File: src/rtl/rv_decode_pkg.sv
// RV32I decode types shared by the instruction decoder slice: format enum,
// opcode constants, decoded-word struct and the pure decode function.
package rv_decode_pkg;

  typedef enum logic [2:0] {
    TYPE_R       = 3'd0,
    TYPE_I       = 3'd1,
    TYPE_S       = 3'd2,
    TYPE_B       = 3'd3,
    TYPE_U       = 3'd4,
    TYPE_J       = 3'd5,
    TYPE_ILLEGAL = 3'd6
  } instr_type_e;

  localparam logic [6:0] OPC_OP       = 7'b0110011;
  localparam logic [6:0] OPC_OP_IMM   = 7'b0010011;
  localparam logic [6:0] OPC_LOAD     = 7'b0000011;
  localparam logic [6:0] OPC_JALR     = 7'b1100111;
  localparam logic [6:0] OPC_SYSTEM   = 7'b1110011;
  localparam logic [6:0] OPC_MISC_MEM = 7'b0001111;
  localparam logic [6:0] OPC_STORE    = 7'b0100011;
  localparam logic [6:0] OPC_BRANCH   = 7'b1100011;
  localparam logic [6:0] OPC_LUI      = 7'b0110111;
  localparam logic [6:0] OPC_AUIPC    = 7'b0010111;
  localparam logic [6:0] OPC_JAL      = 7'b1101111;

  typedef struct packed {
    instr_type_e        itype;
    logic [6:0]         opcode;
    logic [4:0]         rd;
    logic [4:0]         rs1;
    logic [4:0]         rs2;
    logic [2:0]         funct3;
    logic [6:0]         funct7;
    logic signed [31:0] imm;
  } dec_instr_t;

  function automatic dec_instr_t decode_rv32i(input logic [31:0] instr);
    dec_instr_t d;
    d.opcode = instr[6:0];
    d.rd     = instr[11:7];
    d.rs1    = instr[19:15];
    d.rs2    = instr[24:20];
    d.funct3 = instr[14:12];
    d.funct7 = instr[31:25];
    d.itype  = TYPE_ILLEGAL;
    d.imm    = '0;
    // Compressed encodings (instr[1:0] != 2'b11) never match a listed opcode.
    case (instr[6:0])
      OPC_OP:
        d.itype = (instr[31:25] == 7'b0000000 || instr[31:25] == 7'b0100000)
                  ? TYPE_R : TYPE_ILLEGAL;
      OPC_OP_IMM, OPC_LOAD, OPC_JALR, OPC_SYSTEM, OPC_MISC_MEM: begin
        d.itype = TYPE_I;
        d.imm   = {{20{instr[31]}}, instr[31:20]};
      end
      OPC_STORE: begin
        d.itype = TYPE_S;
        d.imm   = {{20{instr[31]}}, instr[31:25], instr[11:7]};
      end
      OPC_BRANCH: begin
        d.itype = TYPE_B;
        d.imm   = {{19{instr[31]}}, instr[31], instr[7], instr[30:25], instr[11:8], 1'b0};
      end
      OPC_LUI, OPC_AUIPC: begin
        d.itype = TYPE_U;
        d.imm   = {instr[31:12], 12'b0};
      end
      OPC_JAL: begin
        d.itype = TYPE_J;
        d.imm   = {{11{instr[31]}}, instr[31], instr[19:12], instr[20], instr[30:21], 1'b0};
      end
      default: ;
    endcase
    return d;
  endfunction

endpackage

File: src/rtl/rv_instr_fifo.sv
// Synchronous FIFO for raw instruction words; storage is not reset, only
// pointers and occupancy are.
module rv_instr_fifo #(
  parameter int DEPTH = 4,
  parameter int WIDTH = 32
) (
  input  logic                     clock,
  input  logic                     reset,
  input  logic                     push,
  input  logic                     pop,
  input  logic [WIDTH-1:0]         wdata,
  output logic [WIDTH-1:0]         rdata,
  output logic                     full,
  output logic                     empty,
  output logic [$clog2(DEPTH):0]   count
);

  localparam int AW = $clog2(DEPTH);

  logic [WIDTH-1:0] mem [DEPTH];
  logic [AW-1:0]    wr_ptr;
  logic [AW-1:0]    rd_ptr;
  logic             do_push;
  logic             do_pop;

  assign do_push = push && !full;
  assign do_pop  = pop && !empty;
  assign full    = (count == (AW+1)'(DEPTH));
  assign empty   = (count == '0);
  assign rdata   = mem[rd_ptr];

  // Pointers are exactly AW bits wide, so they wrap modulo DEPTH for free.
  always_ff @(posedge clock) begin
    if (reset) begin
      wr_ptr <= '0;
      rd_ptr <= '0;
      count  <= '0;
    end else begin
      if (do_push) wr_ptr <= wr_ptr + AW'(1);
      if (do_pop)  rd_ptr <= rd_ptr + AW'(1);
      case ({do_push, do_pop})
        2'b10:   count <= count + (AW+1)'(1);
        2'b01:   count <= count - (AW+1)'(1);
        default: count <= count;
      endcase
    end
  end

  always_ff @(posedge clock) begin
    if (do_push) mem[wr_ptr] <= wdata;
  end

endmodule

File: src/rtl/rv_instr_decoder.sv
// RV32I instruction decoder: buffered input, registered decoded output with
// valid/ready, and saturating retired/illegal counters.
module rv_instr_decoder
  import rv_decode_pkg::*;
#(
  parameter int DEPTH = 4,
  parameter int CNT_W = 16
) (
  input  logic              clock,
  input  logic              reset,
  input  logic [31:0]       rv32i,
  input  logic              in_valid,
  output logic              in_ready,
  output logic              dec_valid,
  input  logic              dec_ready,
  output instr_type_e       dec_type,
  output logic [6:0]        dec_opcode,
  output logic [4:0]        dec_rd,
  output logic [4:0]        dec_rs1,
  output logic [4:0]        dec_rs2,
  output logic [2:0]        dec_funct3,
  output logic [6:0]        dec_funct7,
  output logic [31:0]       dec_imm,
  output logic              dec_illegal,
  output logic [CNT_W-1:0]  cnt_total,
  output logic [CNT_W-1:0]  cnt_illegal
);

  localparam int AW = $clog2(DEPTH);

  function automatic logic [CNT_W-1:0] sat_inc(input logic [CNT_W-1:0] c);
    return (&c) ? c : c + CNT_W'(1);
  endfunction

  logic [31:0]   head_p0;
  logic          fifo_full;
  logic          fifo_empty;
  logic [AW:0]   fifo_count;
  logic          push_p0;
  logic          load_p1;
  logic          hs_p1;
  logic          vld_p1;
  dec_instr_t    dec_p1;

  assign in_ready = (fifo_count != (AW+1)'(DEPTH));
  assign push_p0  = in_valid && !fifo_full;
  assign load_p1  = (!vld_p1 || dec_ready) && !fifo_empty;
  assign hs_p1    = vld_p1 && dec_ready;

  rv_instr_fifo #(
    .DEPTH (DEPTH),
    .WIDTH (32)
  ) u_fifo (
    .clock (clock),
    .reset (reset),
    .push  (push_p0),
    .pop   (load_p1),
    .wdata (rv32i),
    .rdata (head_p0),
    .full  (fifo_full),
    .empty (fifo_empty),
    .count (fifo_count)
  );

  // ---- p0 -> p1: decode FIFO head into the output register ----
  always_ff @(posedge clock) begin
    if (reset) begin
      vld_p1      <= 1'b0;
      dec_p1      <= '0;
      cnt_total   <= '0;
      cnt_illegal <= '0;
    end else begin
      if (load_p1) begin
        dec_p1 <= decode_rv32i(head_p0);
        vld_p1 <= 1'b1;
      end else if (hs_p1) begin
        vld_p1 <= 1'b0;
      end
      if (hs_p1) begin
        cnt_total <= sat_inc(cnt_total);
        if (dec_p1.itype == TYPE_ILLEGAL) cnt_illegal <= sat_inc(cnt_illegal);
      end
    end
  end

  assign dec_valid   = vld_p1;
  assign dec_type    = dec_p1.itype;
  assign dec_opcode  = dec_p1.opcode;
  assign dec_rd      = dec_p1.rd;
  assign dec_rs1     = dec_p1.rs1;
  assign dec_rs2     = dec_p1.rs2;
  assign dec_funct3  = dec_p1.funct3;
  assign dec_funct7  = dec_p1.funct7;
  assign dec_imm     = dec_p1.imm;
  assign dec_illegal = (dec_p1.itype == TYPE_ILLEGAL);

endmodule

File: config.mk
export PLATFORM = sky130hd
export DESIGN_NAME = rv_instr_decoder
export DESIGN_NICKNAME = d
export VERILOG_FILES = /design/src/rtl/rv_decode_pkg.sv /design/src/rtl/rv_instr_fifo.sv /design/src/rtl/rv_instr_decoder.sv
export SDC_FILE = /design/constraint.sdc
export NUM_CORES = 1
export LEC_CHECK = 0
export CORE_AREA = 4 4 113 168
export DETAILED_ROUTE_END_ITERATION = 6
export DIE_AREA = 0 0 117 172
export GPL_TIMING_DRIVEN = 0
export PLACE_DENSITY = 0.76
export SYNTH_ARGS = -nofsm -noshare
export SYNTH_HDL_FRONTEND = slang
export SYNTH_SLANG_ARGS = --single-unit
File: constraint.sdc
create_clock -name clock -period 3.4 [get_ports clock]
set_clock_uncertainty 0.2 [all_clocks]
set_input_delay 0.68 -clock clock [delete_from_list [all_inputs] [get_ports clock]]
set_output_delay 0.68 -clock clock [all_outputs]
set_load 0.005 [all_outputs]
==> metrics.cfg, run 1 <==
[job]
max_cap_violations = 0

[clock_network]
postCtsHoldBufs = 0
cts_root_buf = clkbuf_16
cts_buffer_depth = 3
numClockSinks = 237
path_clk_slew_ns = 0.07
htree_levels = 1
cts_tree = yes
clk_latency_ns = 0.50
numCtsBuffers = 22
post-cts-setup-buffers = 0

[global_route]
grt_pass1_vias = 6361
grt_max_degree = 33
antenna_found_initial = 0
globalRouteTotalUtil = 0.221
grt_pass1_wl_um = 34500
overflow = 0

[cells_and_area]
final_nets = 937
seqCellArea_um2 = 6030
post-route-cell-area_um2 = 11700
fin_util = 0.671
drive_gt1_frac = 0.0979
fillers = 1269
multi_input_area_um2 = 3070
antenna_cells = 0
syn_to_final_growth_pct = 25.4

[route]
drc_errors = 0
avgViaCountPerCell = 5.78
drt-initial-drc-count = 544
antenna_left = 0
vias = 6483
wl_um = 22300
first_pass_iters = 7
post_drt_wl_per_cell_um = 19.9

[logic_synthesis]
async_reset_ff_frac = 0
avgSynthCellArea_um2 = 12.7
synth.area.top_cells = edfxtp_1, dfxtp_1, mux4_2
syn_nets = 778
synth_top_area_frac = 0.412
synth-main-ff-cell = edfxtp_1
synth_common_cells = edfxtp_1, nand2_1, dfxtp_1
yosys_register_bits = 237
yosysMostFrequentCell = edfxtp_1
yosys_warnings = 0
yosys.area.top_type = edfxtp_1
synth_edf_count = 128
synth_seq_area_share = 0.647
synthDistinctLibCells = 55
synthesis.area_um2 = 9320
syn_inst = 734

[min_path]
hold_class = reg -> reg

[timing]
hold_viol_final = 0
setup_viol = 0
timing.slew.headroom = 0.363
max_freq_mhz = 308
rsz0062_at_grt = no
fin_crit_ns = 3.25
slew_viol_final = 0
tightestPinTransition_ns = 0.956
fin_crit_sh = 0.955

[floorplanning]
rows = 59
start_util = 0.535
core-area_um2 = 17400
fp.dieW_um = 117
die_h_um = 172
num_io_pins = 138
die-area_um2 = 20100

[critical_path]
critPathLaunchType = primary input
cp-end-kind = flop
cp.required_ns = 3.63
path_max_fanout = 14
r2r_setup_slack_ns = 0.42
worstPathArrival_ns = 3.48
crit_type = in -> reg

[power_and_ir_drop]
peakVddDrop_v = 0.000443
power_density_nw_per_um2 = 752
p_leak_nw = 4.02

[place]
dpl_cell_area_um2 = 11000
gp_congestion = 0.951
dpl.hpwl_um = 15600
portBuffers = 136

[run_status]
outcome = finished, final reports clean

## cell usage in the layout (no fill, tap or decap), types with 12 or more instances in the layout
cell type and count:
dfxtp_1 109, inv_1 15, nand4_1 13, mux4_2 32, xor2_1 28, clkbuf_16 26
nor2_1 55, a22o_1 12, clkdlybuf4s50_1 136, nand2_1 120, clkbuf_1 28, edfxtp_1 128
a21oi_1 42, nand3_1 26
## flip-flops by register name (all words and copies together), names as in the netlist, 5 cells and up, named ones only
register and count:
cnt_total 16, dec_opcode 7, dec_imm 32, dec_rs1 5
u_fifo.mem 128, dec_rs2 5, dec_rd 5, cnt_illegal 16
dec_funct7 7
## kinds of logic after synthesis
| family | count (synthesis) | share of synthesized area |
|---|---|---|
| simple gates | 261 | 0.127 |
| mux | 34 | 0.0795 |
| flops | 237 | 0.647 |
| compound gates | 105 | 0.0768 |
| xor+xnor | 35 | 0.0329 |
| buf+inv | 53 | 0.0247 |
| fa+ha+maj | 9 | 0.0126 |
## where the power goes
part	total, mW	internal [mW]	switching, mW
logic	2.67	1.12	1.55
clock network	2.46	1.44	1.02
registers	3.67	3.45	0.215
## final timing paths
kind	from	to	cells after the start
worst min-delay path	dec_rs1[3]$_SDFFE_PP0P_	dec_rs1[3]$_SDFFE_PP0P_	2
worst min register to register	dec_rs1[3]$_SDFFE_PP0P_	dec_rs1[3]$_SDFFE_PP0P_	2
worst max register to register	flop	dec_imm[2]$_SDFFE_PP0P_	6
worst max-delay path	dec_ready	u_fifo.count[2]$_SDFFE_PP0P_	11
## through the flow
step / worst slack, ns / setup TNS [ns] / instances / total power, mW / hold WS, ns
after global routing: 0.0286 / 0 / 1122 / 9.23 / 0.276
after detailed placement: -0.747 / -1.35 / 1083 / 6.38 / 0.247
after CTS: 0.167 / 0 / 1122 / 8.84 / 0.259
final: 0.152 / 0 / 1122 / 8.80 / 0.259
after floorplan: 0.334 / 0 / 734 / 5.27 / 0.253
after global placement: -0.781 / -1.46 / 1083 / 6.33 / 0.245
## layout make-up
| class | count | share of cell area |
|---|---|---|
| clock buffers | 33 | 0.0607 |
| flip-flops and latches | 237 | 0.515 |
| well taps | 213 | 0.0228 |
| repair buffers | 136 | 0.116 |
| clock inverters | 7 | 0.00268 |
| inverters | 14 | 0.00449 |
| multi-input cells | 444 | 0.263 |
| plain buffers | 38 | 0.0150 |
## per-layer routing
metal | wire, um | track usage | vias up
met5 | 0 | 0 | -
met4 | 513 | 0.0719 | 0
met3 | 1170 | 0.0277 | 40
met2 | 11500 | 0.393 | 251
met1 | 9090 | 0.279 | 3181
li1 | - | - | 3011
## what timing repair did
action,4_1_cts,5_1_grt
hold endpoints to repair,0,0
setup endpoints to repair,1,0
gates resized for setup,1,0
## worst max-delay path: stages
cell	delay, ns
clkdlybuf4s50_1	0.51
inv_1	0.07
a21o_1	0.23
inv_1	0.35
clkbuf_2	0.36
ha_1	0.23
inv_1	0.06
fa_1	0.37
xor2_1	0.17
or3_1	0.30
a21oi_1	0.13
No activity file was read; power rests on OpenSTA's default activity.
==> inputs of run 2 (changes only) <==
Settings changed: RECOVER_POWER from default to 100.
==> run 2 against run 1 <==
Effect of this change: the run now ends with max-capacitance violations, max-slew violations left; non-clock buffer count unchanged; global-route usage unchanged; clock-buffer cell count unchanged.
==> metrics.cfg, run 2 (same netlist as run 1, synthesis figures left out) <==
[timing]
tns_ns = 0  ; unchanged
slew_viol_final = 132  ; was 0
max_freq_mhz = 308  ; about the same
fin_crit_ns = 3.24  ; was 3.25 ns
fin_crit_sh = 0.954  ; was 0.955
tightestPinTransition_ns = 1.82  ; was 0.956 ns
rsz0062_at_grt = no  ; unchanged
setup_viol = 0  ; unchanged
hold_viol_final = 0  ; unchanged
timing.slew.headroom = -0.212  ; was 0.363

[clock_network]
clk_latency_ns = 0.50  ; about the same
cts_tree = yes  ; unchanged
postCtsHoldBufs = 0  ; unchanged
htree_levels = 1  ; unchanged
cts_buffer_depth = 3  ; unchanged
cts_root_buf = clkbuf_16  ; unchanged
numCtsBuffers = 22  ; unchanged
numClockSinks = 237  ; unchanged
path_clk_slew_ns = 0.07  ; about the same

[cells_and_area]
post-route-cell-area_um2 = 11700  ; about the same
final_common_cell = dlygate4sd3_1  ; was clkdlybuf4s50_1
layout_common_cells = dlygate4sd3_1, edfxtp_1, nand2_1  ; was clkdlybuf4s50_1, edfxtp_1, nand2_1
final_nets = 937  ; unchanged
antenna_cells = 0  ; unchanged
fin_util = 0.669  ; was 0.671
drive_gt1_frac = 0.0913  ; was 0.0979
syn_to_final_growth_pct = 25.1  ; was 25.4%
fillers = 1271  ; was 1269
top_register = u_fifo.mem  ; unchanged
largest_register_ffs = 128  ; unchanged

[floorplanning]
die-area_um2 = 20100  ; unchanged
core-area_um2 = 17400  ; unchanged
die_h_um = 172  ; unchanged
rows = 59  ; unchanged
fp.dieW_um = 117  ; unchanged
num_io_pins = 138  ; unchanged
start_util = 0.535  ; unchanged

[route]
wl_um = 22300  ; about the same
vias = 6469  ; was 6483
first_pass_iters = 6  ; was 7
avgViaCountPerCell = 5.77  ; was 5.78
post_drt_wl_per_cell_um = 19.9  ; about the same
drt-initial-drc-count = 466  ; was 544
drc_errors = 0  ; unchanged
antenna_left = 0  ; unchanged

[power_and_ir_drop]
p_leak_nw = 4.36  ; was 4.02 nW
power_density_nw_per_um2 = 745  ; was 752 nW/um2
peakVddDrop_v = 0.000442  ; was 0.000443 V
total_power_mw = 8.69  ; was 8.80 mW

[place]
dpl.hpwl_um = 15600  ; unchanged
gp_congestion = 0.951  ; unchanged
portBuffers = 136  ; unchanged
dpl_cell_area_um2 = 11000  ; unchanged

[critical_path]
cp-startpoint = dec_ready  ; unchanged
reg2reg_to = dec_imm[28]$_SDFFE_PP0P_  ; was dec_imm[2]$_SDFFE_PP0P_
cp.required_ns = 3.63  ; about the same
crit_top_cell = inv_1  ; unchanged
cp-end-kind = flop  ; unchanged
reg2reg_depth = 9  ; was 6
worst_path_max_delay_cell = clkdlybuf4s50_1  ; unchanged
max_stage_delay_ns = 0.51  ; about the same
crit_type = in -> reg  ; unchanged
worstPathArrival_ns = 3.48  ; about the same
r2r_setup_slack_ns = 0.16  ; was 0.42 ns
critPathLaunchType = primary input  ; unchanged
path_cells = clkdlybuf4s50_1 -> inv_1 -> a21o_1 -> inv_1 -> clkbuf_2 -> ha_1 -> inv_1 -> fa_1 -> xor2_1 -> or3_1 -> a21oi_1  ; unchanged
path_max_fanout = 14  ; unchanged

[min_path]
holdPathEnd = dec_rs1[3]$_SDFFE_PP0P_  ; unchanged
min_path_cells = 2  ; unchanged
min_from = dec_rs1[3]$_SDFFE_PP0P_  ; unchanged
hold_class = reg -> reg  ; unchanged

[run_status]
violations = max-capacitance violations, max-slew violations
outcome = finished, violations left  ; was finished, final reports clean

[global_route]
grt_pass1_wl_um = 34500  ; unchanged
grt_max_degree = 33  ; unchanged
globalRouteTotalUtil = 0.221  ; unchanged
antenna_found_initial = 0  ; unchanged
grt_pass1_vias = 6361  ; unchanged
overflow = 0  ; unchanged

[job]
max_cap_violations = 4  ; was 0

-- run 2: report_power, final --
group | total [mW] | switching (mW) | internal [mW] | leakage [nW]
Sequential | 3.66 | 0.205 | 3.46 | 2.06
Clock | 2.47 | 1.02 | 1.44 | 0.377
Combinational | 2.56 | 1.53 | 1.02 | 1.92
-- run 2: worst max-delay path: cells and delay by family --
family	cells	cell delay [ns]
compound gates	2	0.36
buf+inv	5	1.36
simple gates	1	0.30
fa+ha+maj	2	0.60
xor+xnor	1	0.17
-- run 2: metrics by stage --
step	cells	setup slack [ns]	hold WS, ns
floorplan	734	0.334	0.253
global placement	1083	-0.781	0.245
detailed placement	1083	-0.747	0.247
CTS	1122	0.167	0.259
global route	1122	0.0162	0.273
finish	1122	0.156	0.254
-- run 2: worst max-delay path by stage --
stage / depth (start not counted) / endpoint
floorplan: 11 / u_fifo.count[2]$_SDFFE_PP0P_
global placement: 12 / u_fifo.count[2]$_SDFFE_PP0P_
detailed placement: 12 / u_fifo.count[2]$_SDFFE_PP0P_
CTS: 11 / u_fifo.count[2]$_SDFFE_PP0P_
global route: 9 / dec_imm[26]$_SDFFE_PP0P_
finish: 11 / u_fifo.count[2]$_SDFFE_PP0P_
-- run 2: cell type report --
cell class,count,area [um2],share of cell area
Sequential cell,237,6030,0.517
Multi-Input combinational cell,444,3040,0.261
Timing Repair Buffer,136,1360,0.117
Clock buffer,33,709,0.0608
Tap cell,213,267,0.0229
Buffer,38,171,0.0147
Inverter,14,52.6,0.00451
Clock inverter,7,31.3,0.00268
-- run 2: routing by layer --
layer  vias to the layer above  part of all wire  GRT usage
met1                      3153              0.40      0.279
met5                         -                 0          0
li1                       3010                 -          -
met3                        40             0.057     0.0277
met2                       266              0.52      0.393
met4                         0             0.023     0.0719
-- run 2: what timing repair did --
action / in CTS / in global routing
setup endpoints to repair: 1 / 0
resized for setup: 1 / 0
endpoints found under the hold margin: 0 / 0
setup buffers: 0 / 0
==> inputs of run 3 (changes only) <==
Settings changed: CORE_AREA 4 4 113 168 to 4 4 117 175, DIE_AREA 0 0 117 172 to 0 0 121 179, PLACE_DENSITY 0.76 to 0.71, REMOVE_ABC_BUFFERS from default to 1.
==> run 3 against run 2 <==
Effect of this change: the flow still finishes with violations (max-capacitance violations, max-slew violations); via count fell by 3.2%; sequential share of layout area fell by 0.21 points; design area rose by 0.49%; wire length fell by 7.0%; register-to-register slack improved by 0.06 ns; worst hold slack got worse by 0.0033 ns; clock power rose by 4%; sequential cell count did not move; cell count rose by 1.3%; global-route usage fell by 3.0 points; power rose by 0.16%.
==> metrics.cfg, run 3 (same netlist as run 1, synthesis figures left out) <==
[run_status]
outcome = finished, violations left  ; unchanged
violations = max-capacitance violations, max-slew violations  ; unchanged

[critical_path]
path_cells = clkdlybuf4s50_1 -> inv_1 -> a21o_2 -> buf_12 -> inv_8 -> ha_1 -> inv_1 -> fa_1 -> xor2_1 -> or3_1 -> a21oi_1  ; was clkdlybuf4s50_1 -> inv_1 -> a21o_1 -> inv_1 -> clkbuf_2 -> ha_1 -> inv_1 -> fa_1 -> xor2_1 -> or3_1 -> a21oi_1
crit_type = in -> reg  ; unchanged
reg2reg_to = dec_imm[28]$_SDFFE_PP0P_  ; unchanged
cp.required_ns = 3.64  ; was 3.63 ns
crit_top_cell = inv_1  ; unchanged
path_max_fanout = 50  ; was 14
worst_path_max_delay_cell = clkdlybuf4s50_1  ; unchanged
max_stage_delay_ns = 0.51  ; about the same
crit_family = buffers and inverters  ; unchanged
worstPathArrival_ns = 3.44  ; was 3.48 ns
r2r_setup_slack_ns = 0.22  ; was 0.16 ns
critPathBufInv = 5  ; unchanged
cp-end-kind = flop  ; unchanged
reg2reg_depth = 6  ; was 9
critPathLaunchType = primary input  ; unchanged

[floorplanning]
rows = 62  ; was 59
core-area_um2 = 19000  ; was 17400 um2
fp.dieW_um = 121  ; was 117 um
num_io_pins = 138  ; unchanged
die-area_um2 = 21700  ; was 20100 um2
start_util = 0.490  ; was 0.535
die_h_um = 179  ; was 172 um

[place]
portBuffers = 137  ; was 136
preCtsSetupSlack_ns = -0.845  ; was -0.747 ns
dpl_cell_area_um2 = 11000  ; about the same
dpl.hpwl_um = 13900  ; was 15600 um
gp_congestion = 0.778  ; was 0.951

[min_path]
hold_class = reg -> reg  ; unchanged
min_from = dec_opcode[4]$_SDFFE_PP0P_  ; was dec_rs1[3]$_SDFFE_PP0P_
holdPathEnd = dec_opcode[4]$_SDFFE_PP0P_  ; was dec_rs1[3]$_SDFFE_PP0P_
min_path_cells = 2  ; unchanged

[cells_and_area]
seqCellArea_um2 = 6030  ; about the same
post-route-cell-area_um2 = 11700  ; about the same
drive_gt1_frac = 0.102  ; was 0.0913
fillers = 1515  ; was 1271
multi_input_area_um2 = 3090  ; was 3040 um2
top_register = u_fifo.mem  ; unchanged
syn_to_final_growth_pct = 25.7  ; was 25.1%
final_nets = 908  ; was 937
largest_register_ffs = 128  ; unchanged
antenna_cells = 0  ; unchanged
final_common_cell = dlygate4sd3_1  ; unchanged
layout_common_cells = dlygate4sd3_1, edfxtp_1, nand2_1  ; unchanged

[clock_network]
htree_levels = 1  ; unchanged
path_clk_slew_ns = 0.06  ; was 0.07 ns
postCtsHoldBufs = 0  ; unchanged
numClockSinks = 237  ; unchanged
clk_latency_ns = 0.51  ; was 0.50 ns
cts_root_buf = clkbuf_16  ; unchanged
numCtsBuffers = 23  ; was 22
cts_buffer_depth = 3  ; unchanged
post-cts-setup-buffers = 0  ; unchanged
cts_tree = yes  ; unchanged
ctsResizeCount = 3  ; was 1

[power_and_ir_drop]
peakVddDrop_v = 0.000542  ; was 0.000442 V
total_power_mw = 8.70  ; was 8.69 mW
power_density_nw_per_um2 = 742  ; was 745 nW/um2
p_leak_nw = 4.32  ; was 4.36 nW

[timing]
rsz0062_at_grt = no  ; unchanged
whs_ns = 0.251  ; was 0.254 ns
max_freq_mhz = 313  ; was 308 MHz
fin_crit_ns = 3.20  ; was 3.24 ns
setup_viol = 0  ; unchanged
timing.final.ws_setup_ns = 0.205  ; was 0.156 ns
hold_viol_final = 0  ; unchanged
fin_crit_sh = 0.940  ; was 0.954
timing.slew.headroom = -0.180  ; was -0.212
tightestPinTransition_ns = 1.77  ; was 1.82 ns
tns_ns = 0  ; unchanged
slew_viol_final = 34  ; was 132

[global_route]
antenna_found_initial = 1  ; was 0
grt_pass1_wl_um = 32400  ; was 34500 um
grt_max_degree = 66  ; was 33
grt_pass1_vias = 6154  ; was 6361
globalRouteTotalUtil = 0.191  ; was 0.221
overflow = 0  ; unchanged

[route]
antenna_left = 0  ; unchanged
drt-initial-drc-count = 362  ; was 466
avgViaCountPerCell = 5.51  ; was 5.77
first_pass_iters = 6  ; unchanged
wl_um = 20700  ; was 22300 um
vias = 6265  ; was 6469
post_drt_wl_per_cell_um = 18.2  ; was 19.9 um
drc_errors = 0  ; unchanged

[job]
max_cap_violations = 1  ; was 4

-- run 3: layout make-up --
cell class / count / area share
well taps: 256 / 0.0273
clock buffers: 30 / 0.0531
flip-flops and latches: 237 / 0.515
multi-input cells: 444 / 0.264
inverters: 14 / 0.00512
repair buffers: 144 / 0.124
clock inverters: 12 / 0.0125
-- run 3: worst max-delay path by stage --
stage,start,endpoint,slack [ns],depth (start not counted)
after detailed placement,dec_ready,u_fifo.count[2]$_SDFFE_PP0P_,-0.84,11
after floorplan,dec_ready,u_fifo.count[2]$_SDFFE_PP0P_,-0.52,9
after CTS,dec_ready,u_fifo.count[2]$_SDFFE_PP0P_,0.002,11
after global placement,dec_ready,u_fifo.count[2]$_SDFFE_PP0P_,-2.68,10
final,dec_ready,u_fifo.count[2]$_SDFFE_PP0P_,0.20,11
after global routing,flop,dec_imm[28]$_SDFFE_PP0P_,0.03,6
-- run 3: per-stage QoR --
stage	instances	util
CTS	1137	0.620
global route	1137	0.617
global placement	1088	0.570
finish	1137	0.617
detailed placement	1095	0.579
floorplan	695	-
-- run 3: power breakdown --
group          switching, mW  internal [mW]
clock network           1.04           1.53
registers              0.246           3.45
logic                   1.41           1.02
-- run 3: worst register-to-register path, cell delays in order (launching register included) --
cell	delay [ns]
dfxtp_2	0.92
mux4_2	0.59
and3b_4	0.27
o21a_1	0.23
o311ai_4	0.54
nand2_1	0.10
a22o_1	0.22
-- run 3: per-layer routing --
metal  part of all wire  global-route usage  wire length (um)
met1               0.39               0.228              8060
met2               0.53               0.351             11000
met3              0.055              0.0278              1150
met4              0.027              0.0633               556
met5                  0                   0                 0
